[src/rtl/ntt_sdf_stage_ctrl.sv]
// Sequencer for one radix-2 SDF NTT stage: counts streamed samples and drives
// butterfly/bypass select, delay-line shift, twiddle address and frame markers.
module ntt_sdf_stage_ctrl #(
    parameter int unsigned N         = 64,
    parameter int unsigned LOG2N     = 6,
    parameter int unsigned STAGE     = 0,
    parameter int unsigned TW_ADDR_W = 5
) (
    input  logic                 clk,
    input  logic                 rst_n,
    input  logic                 in_valid,
    output logic                 in_ready,
    input  logic                 flush,
    output logic                 bf_mode,
    output logic                 dl_shift,
    output logic [TW_ADDR_W-1:0] tw_addr,
    output logic                 out_valid,
    output logic                 out_sop,
    output logic                 out_eop,
    output logic                 busy
);

    localparam int unsigned D  = N >> (STAGE + 1);
    localparam int unsigned CW = (LOG2N > STAGE) ? (LOG2N - STAGE) : 1;

    localparam logic [CW-1:0] CNT_D    = CW'(D);
    localparam logic [CW-1:0] CNT_DM1  = CW'(D - 1);
    localparam logic [CW-1:0] CNT_LAST = CW'(2 * D - 1);

    typedef enum logic [1:0] {
        IDLE  = 2'd0,
        FILL  = 2'd1,
        RUN   = 2'd2,
        DRAIN = 2'd3
    } state_t;

    state_t          state, state_nxt;
    logic [CW-1:0]   cnt, cnt_nxt;
    logic            flush_pend, flush_pend_nxt;
    logic            adv;
    logic [31:0]     tw_off;

    // State, sample counter and deferred-flush flag
    always_ff @(posedge clk or negedge rst_n) begin
        if (!rst_n) begin
            state      <= IDLE;
            cnt        <= '0;
            flush_pend <= 1'b0;
        end else begin
            state      <= state_nxt;
            cnt        <= cnt_nxt;
            flush_pend <= flush_pend_nxt;
        end
    end

    // Next state and handshake-qualified datapath controls
    always_comb begin
        state_nxt      = state;
        cnt_nxt        = cnt;
        flush_pend_nxt = flush_pend;

        in_ready  = (state != DRAIN);
        adv       = (in_valid & in_ready) | (state == DRAIN);
        dl_shift  = adv;
        bf_mode   = (cnt >= CNT_D);
        tw_off    = 32'(cnt) - 32'(D);
        tw_addr   = bf_mode ? TW_ADDR_W'(tw_off << STAGE) : '0;
        out_valid = adv & ((state == RUN) | (state == DRAIN));
        out_sop   = out_valid & (cnt == CNT_D);
        out_eop   = out_valid & (cnt == CNT_DM1);
        busy      = (state != IDLE);

        if (adv) begin
            cnt_nxt = cnt + CW'(1);
        end

        case (state)
            IDLE: begin
                if (adv) begin
                    state_nxt = (D == 1) ? RUN : FILL;
                end
            end
            FILL: begin
                if (flush) begin
                    flush_pend_nxt = 1'b1;
                end
                if (adv && (cnt == CNT_DM1)) begin
                    state_nxt = RUN;
                end
            end
            RUN: begin
                if (flush) begin
                    flush_pend_nxt = 1'b1;
                end
                // Drain is only entered on a frame boundary so no frame is split
                if (adv && (cnt == CNT_LAST) && (flush || flush_pend)) begin
                    state_nxt = DRAIN;
                end
            end
            DRAIN: begin
                if (cnt == CNT_DM1) begin
                    state_nxt      = IDLE;
                    cnt_nxt        = '0;
                    flush_pend_nxt = 1'b0;
                end
            end
            default: begin
                state_nxt = IDLE;
            end
        endcase
    end

endmodule

[config.mk]
export PLATFORM = sky130hd
export DESIGN_NAME = ntt_sdf_stage_ctrl
export DESIGN_NICKNAME = d
export VERILOG_FILES = /design/src/rtl/ntt_sdf_stage_ctrl.sv
export SDC_FILE = /design/constraint.sdc
export NUM_CORES = 1
export LEC_CHECK = 0
export CORE_MARGIN = 4
export CORE_UTILIZATION = 46
export DETAILED_ROUTE_END_ITERATION = 10
export PLACE_DENSITY = 0.76
export RECOVER_POWER = 25
export SYNTH_ARGS = -nofsm -noshare
export SYNTH_HDL_FRONTEND = slang
export SYNTH_SLANG_ARGS = --single-unit
export TNS_END_PERCENT = 50
[constraint.sdc]
create_clock -name clk -period 1.83 [get_ports clk]
set_input_delay 0.366 -clock clk [delete_from_list [all_inputs] [get_ports clk]]
set_output_delay 0.366 -clock clk [all_outputs]
set_load 0.05 [all_outputs]
# Word level (Yosys, flattened, before mapping)
# Index checks and enable logic that the tools add are counted.
# totals
in_bits	4
wordCells	46
ff_bits	9
# classes
order_cmp	1
mux	12
n_reduce_logical	10
add_sub_neg	2
n_eq_ne	12
bitwise_logic	6
# ops
op	count
6-bit 2-to-1 mux	3
6-bit equality test, second input constant	2
2-bit 2-to-1 mux	4
2-bit case mux with 4 select lines	1
6-bit by 1-bit adder with 6-bit output, second input constant	1
6-bit by 5-bit equality test with 1-bit output, second input constant	1
6-bit >= comparator, second input constant	1
2-bit by 1-bit inequality test with 1-bit output, second input constant	3
2-bit inequality test, second input constant	3
5-bit 2-to-1 mux	1
5-bit by 1-bit subtractor with 5-bit output, second input constant	1
1-bit AND	4
2-bit equality test, second input constant	2
4-bit AND reduction	1
2-bit nonzero test	2
1-bit logical AND	3
3-bit AND reduction	1
2-bit by 1-bit equality test with 1-bit output, second input constant	1
2-bit zero test	1
1-bit 2-to-1 mux	2
1-bit bitwise OR	2
1-bit case mux with 2 select lines	1
2-bit OR reduction	1
1-bit logical OR	1

# Logic depth before layout (Yosys ltp)
# Gate-level depths: netlist of run 1.
# depth
word_depth	7
depth_mapped	6
depth_no_buf	6

# Least setup slack after synthesis of run 1
# No wires, ideal clock.
# synth_path
kind	flip-flop to output port
startpoint	register state[0]
endpoint	output out_sop
path_buffers	0
t_required_ns	1.464
t_arrival_ns	1.940
path_slack_ns	-0.476
stages_incl_launch_ff	5
cell_sequence	dfrtp_1 > ha_1 > inv_1 > nand2_1 > and3_1
# synth_between
elab_chain_cells	5
# synth_rtl
element	line	text
from (decl)	37	state_t state, state_nxt;
from (signal assigned)	50	state <= state_nxt;
2-bit inequality test	62	in_ready = (state != DRAIN);
named net in_ready	12	output logic in_ready,
1-bit AND	63	adv = (in_valid & in_ready) | (state == DRAIN);
1-bit bitwise OR	63	
1-bit AND	68	out_valid = adv & ((state == RUN) | (state == DRAIN));
named net out_valid	17	output logic out_valid,
1-bit AND	69	out_sop = out_valid & (cnt == CNT_D);
to (decl)	18	output logic out_sop,
# The timed path passes the listed nets, and every way through them passes these cells.

# Worst setup path after layout of run 1
# layout_path
startpoint	register cnt[1]
endpoint	output out_eop
# layout_between
elab_chain_cells	2
# layout_rtl
element	line	text
from (decl)	38	logic [CW-1:0] cnt, cnt_nxt;
from (signal assigned)	51	cnt <= cnt_nxt;
6-bit by 5-bit equality test with 1-bit output	70	out_eop = out_valid & (cnt == CNT_DM1);
1-bit AND	70	
to (decl)	19	output logic out_eop,
# Every way passes these cells.

==> results.toml, run 1 <==
[layout]
nFillCells = 60
final_cell_mix = "buf_4, buf_12, dfrtp_1"
syn_to_final_growth_pct = 76.23
final-instance-count-excl-fill = 112
diodes = 0
nets = 108
drive_above_1_share = 0.5361
final_common_cell = "buf_4"

[clock_network]
clkSinkCount = 9
clk_latency_ns = 0.26
clk_pin_slew_worst_paths_ns = 0.06
cts_tree = "yes"
h-tree-depth = 1
cts_root_buf = "clkbuf_4"
hold_buffers = 0
cts_buffers = 3
clock_path_buffers = 2

[logic_synthesis]
ys_seq_area_frac = 0.3536
avgSynthCellArea_um2 = 9.649
syn_area_um2 = 636.9
yosysWarnings = 0
yosys_register_bits = 9
synth_cell_type_count = 28
syn_nets = 76
syn_inst = 66

[routing]
num_vias = 607
vias_per_cell = 5.420
drt_pass1_iterations = 4
drtIter0Drc = 3
drc = 0
antenna_left = 0
finalWirelength_um = 2006
routedWlPerCell_um = 17.91

[timing]
rsz0062_at_grt = "yes"
timing_hold_violations_final = 0
fin_crit_sh = 1.023
setup_ws_ns = -0.04284
fin_crit_ns = 1.873
finalClockSkew_ns = 0.0002968
worstMarginPinSlew_ns = 0.4250
slew_headroom = 0.7157
drv_slew = 0
setup_viol = 2
fmax_mhz = 533.9

[hold_path]
hold_class = "primary input to async pin"

[worst_setup_path]
worstSetupPathType = "register to primary output"
arrival_ns = 1.51
cp_max_fo = 4
required_ns = 1.46
start_kind = "register"
end_kind = "primary output"

[place]
gp_congestion = 0.8050
dp_slack_ns = -0.001859
numPortBuffers = 15
dpl.cell_count = 97
hpwl_um = 1041

[run]
cap_violations = 0

[die]
core_mm2 = 0.001301
dieWidth_um = 45.21
initial_utilization = 0.4894
die_area_mm2 = 0.002044
boundaryPins = 16
fp.dieH_um = 45.21
fp-row-count = 13

[grt]
grt_use_met1 = 0.2225
grt_max_degree = 10
use_met3 = 0.01195
grt-ovfl-total = 0
met2_usage = 0.3249
grt-busiest-layer = "met2"
antenna_found_initial = 0
grt_pass1_vias = 565
grt_pass1_wl_um = 2684
grt_usage = 0.1885

[outcome]
outcome = "finished with violations"
violations = "setup timing"
layer usage:
layer	wire, um	share of wire	vias up
met5	0	0	-
met4	49	0.024	0
met3	68	0.034	6
met2	1058	0.53	17
met1	829	0.41	301
li1	-	-	283
metrics by stage:
step	util	area [um2]	hold slack, ns	setup TNS (ns)
floorplan	-	656.9	0.07041	-0.2429
global placement	0.7269	945.9	0.5278	0
detailed placement	0.7269	945.9	0.5381	-0.001859
CTS	0.8279	1077	0.4118	0
global route	0.8625	1122	0.4992	-0.2327
finish	0.8625	1122	0.4806	-0.05427
sequential cells by signal, summed over array words and instances (netlist names):
name	count
state	2
cnt	6
flush_pend	1
worst paths after layout:
path	slack (ns)	depth (start not counted)	start	endpoint
worst max-delay path	-0.04	5	cnt[1]	out_eop
worst min-delay path	0.48	1	rst_n	cnt[1]
worst max register to register	0.01	7	state[1]	state[1]
worst min register to register	0.59	2	flush_pend	flush_pend
max in group asynchronous	1.03	1	rst_n	state[0]
min in group clk	0.59	2	flush_pend	flush_pend
logic make-up after synthesis:
| logic type | after synthesis | synth area share |
|---|---|---|
| compound gates | 11 | 0.1611 |
| xor+xnor | 5 | 0.06877 |
| fa+ha+maj | 6 | 0.1179 |
| buf+inv | 10 | 0.07465 |
| flops | 9 | 0.3536 |
| mux | 2 | 0.03929 |
| simple gates | 23 | 0.1847 |
cell usage after synthesis (all sizes together):
library cell  count  area (um2)
dfrtp             9       225.2
nor2              8       30.03
ha                6       75.07
inv               6       22.52
and2              5       31.28
nand2             4       15.01
a21oi             3       18.77
clkbuf            3       13.76
xnor2             3       26.28
o21ai             2       10.01
xor2              2       17.52
and3              1       6.260
and3b             1       8.760
buf               1       11.26
mux2              1       15.01
mux2i             1       10.01
nand3             1       5.000
nor2b             1       6.260
nor4b             1       8.760
o2111a            1       11.26
o2111ai           1       8.760
o211ai            1       7.510
o221ai            1       26.28
o2bb2ai           1       8.760
o32a              1       11.26
or2               1       6.260
worst max-delay path, cell delays in order, from the launching register on:
cell,delay [ns]
dfrtp_1,0.40
ha_2,0.20
and3b_2,0.21
nand3_2,0.12
a21oi_4,0.18
buf_12,0.15
cell type report:
type	count	area (um2)	area share
multi-input combinational	47	442.9	0.3946
tap	15	18.77	0.01672
clock buffer	4	26.28	0.02341
timing repair buffer	31	381.6	0.3400
inverter	6	26.28	0.02341
sequential	9	226.5	0.2018
timing repair:
action / in CTS / in global routing
buffers inserted: 9 / 2
pin swaps: 2 / 2
setup endpoints to repair: 4 / 5
gates resized for setup: 9 / 8
endpoints found under the hold margin: 0 / 0
Power of run 1 is not shown: default switching activity piles up to over one toggle a cycle in this logic, so the estimate is an artifact.
==> run 2: changes to the inputs <==
SLEW_MARGIN = 0   (was unset)
==> results of run 2 <==
No change in the layout: final DEF, timing and power equal those of run 1.
Power of run 2 is left out for the same reason.
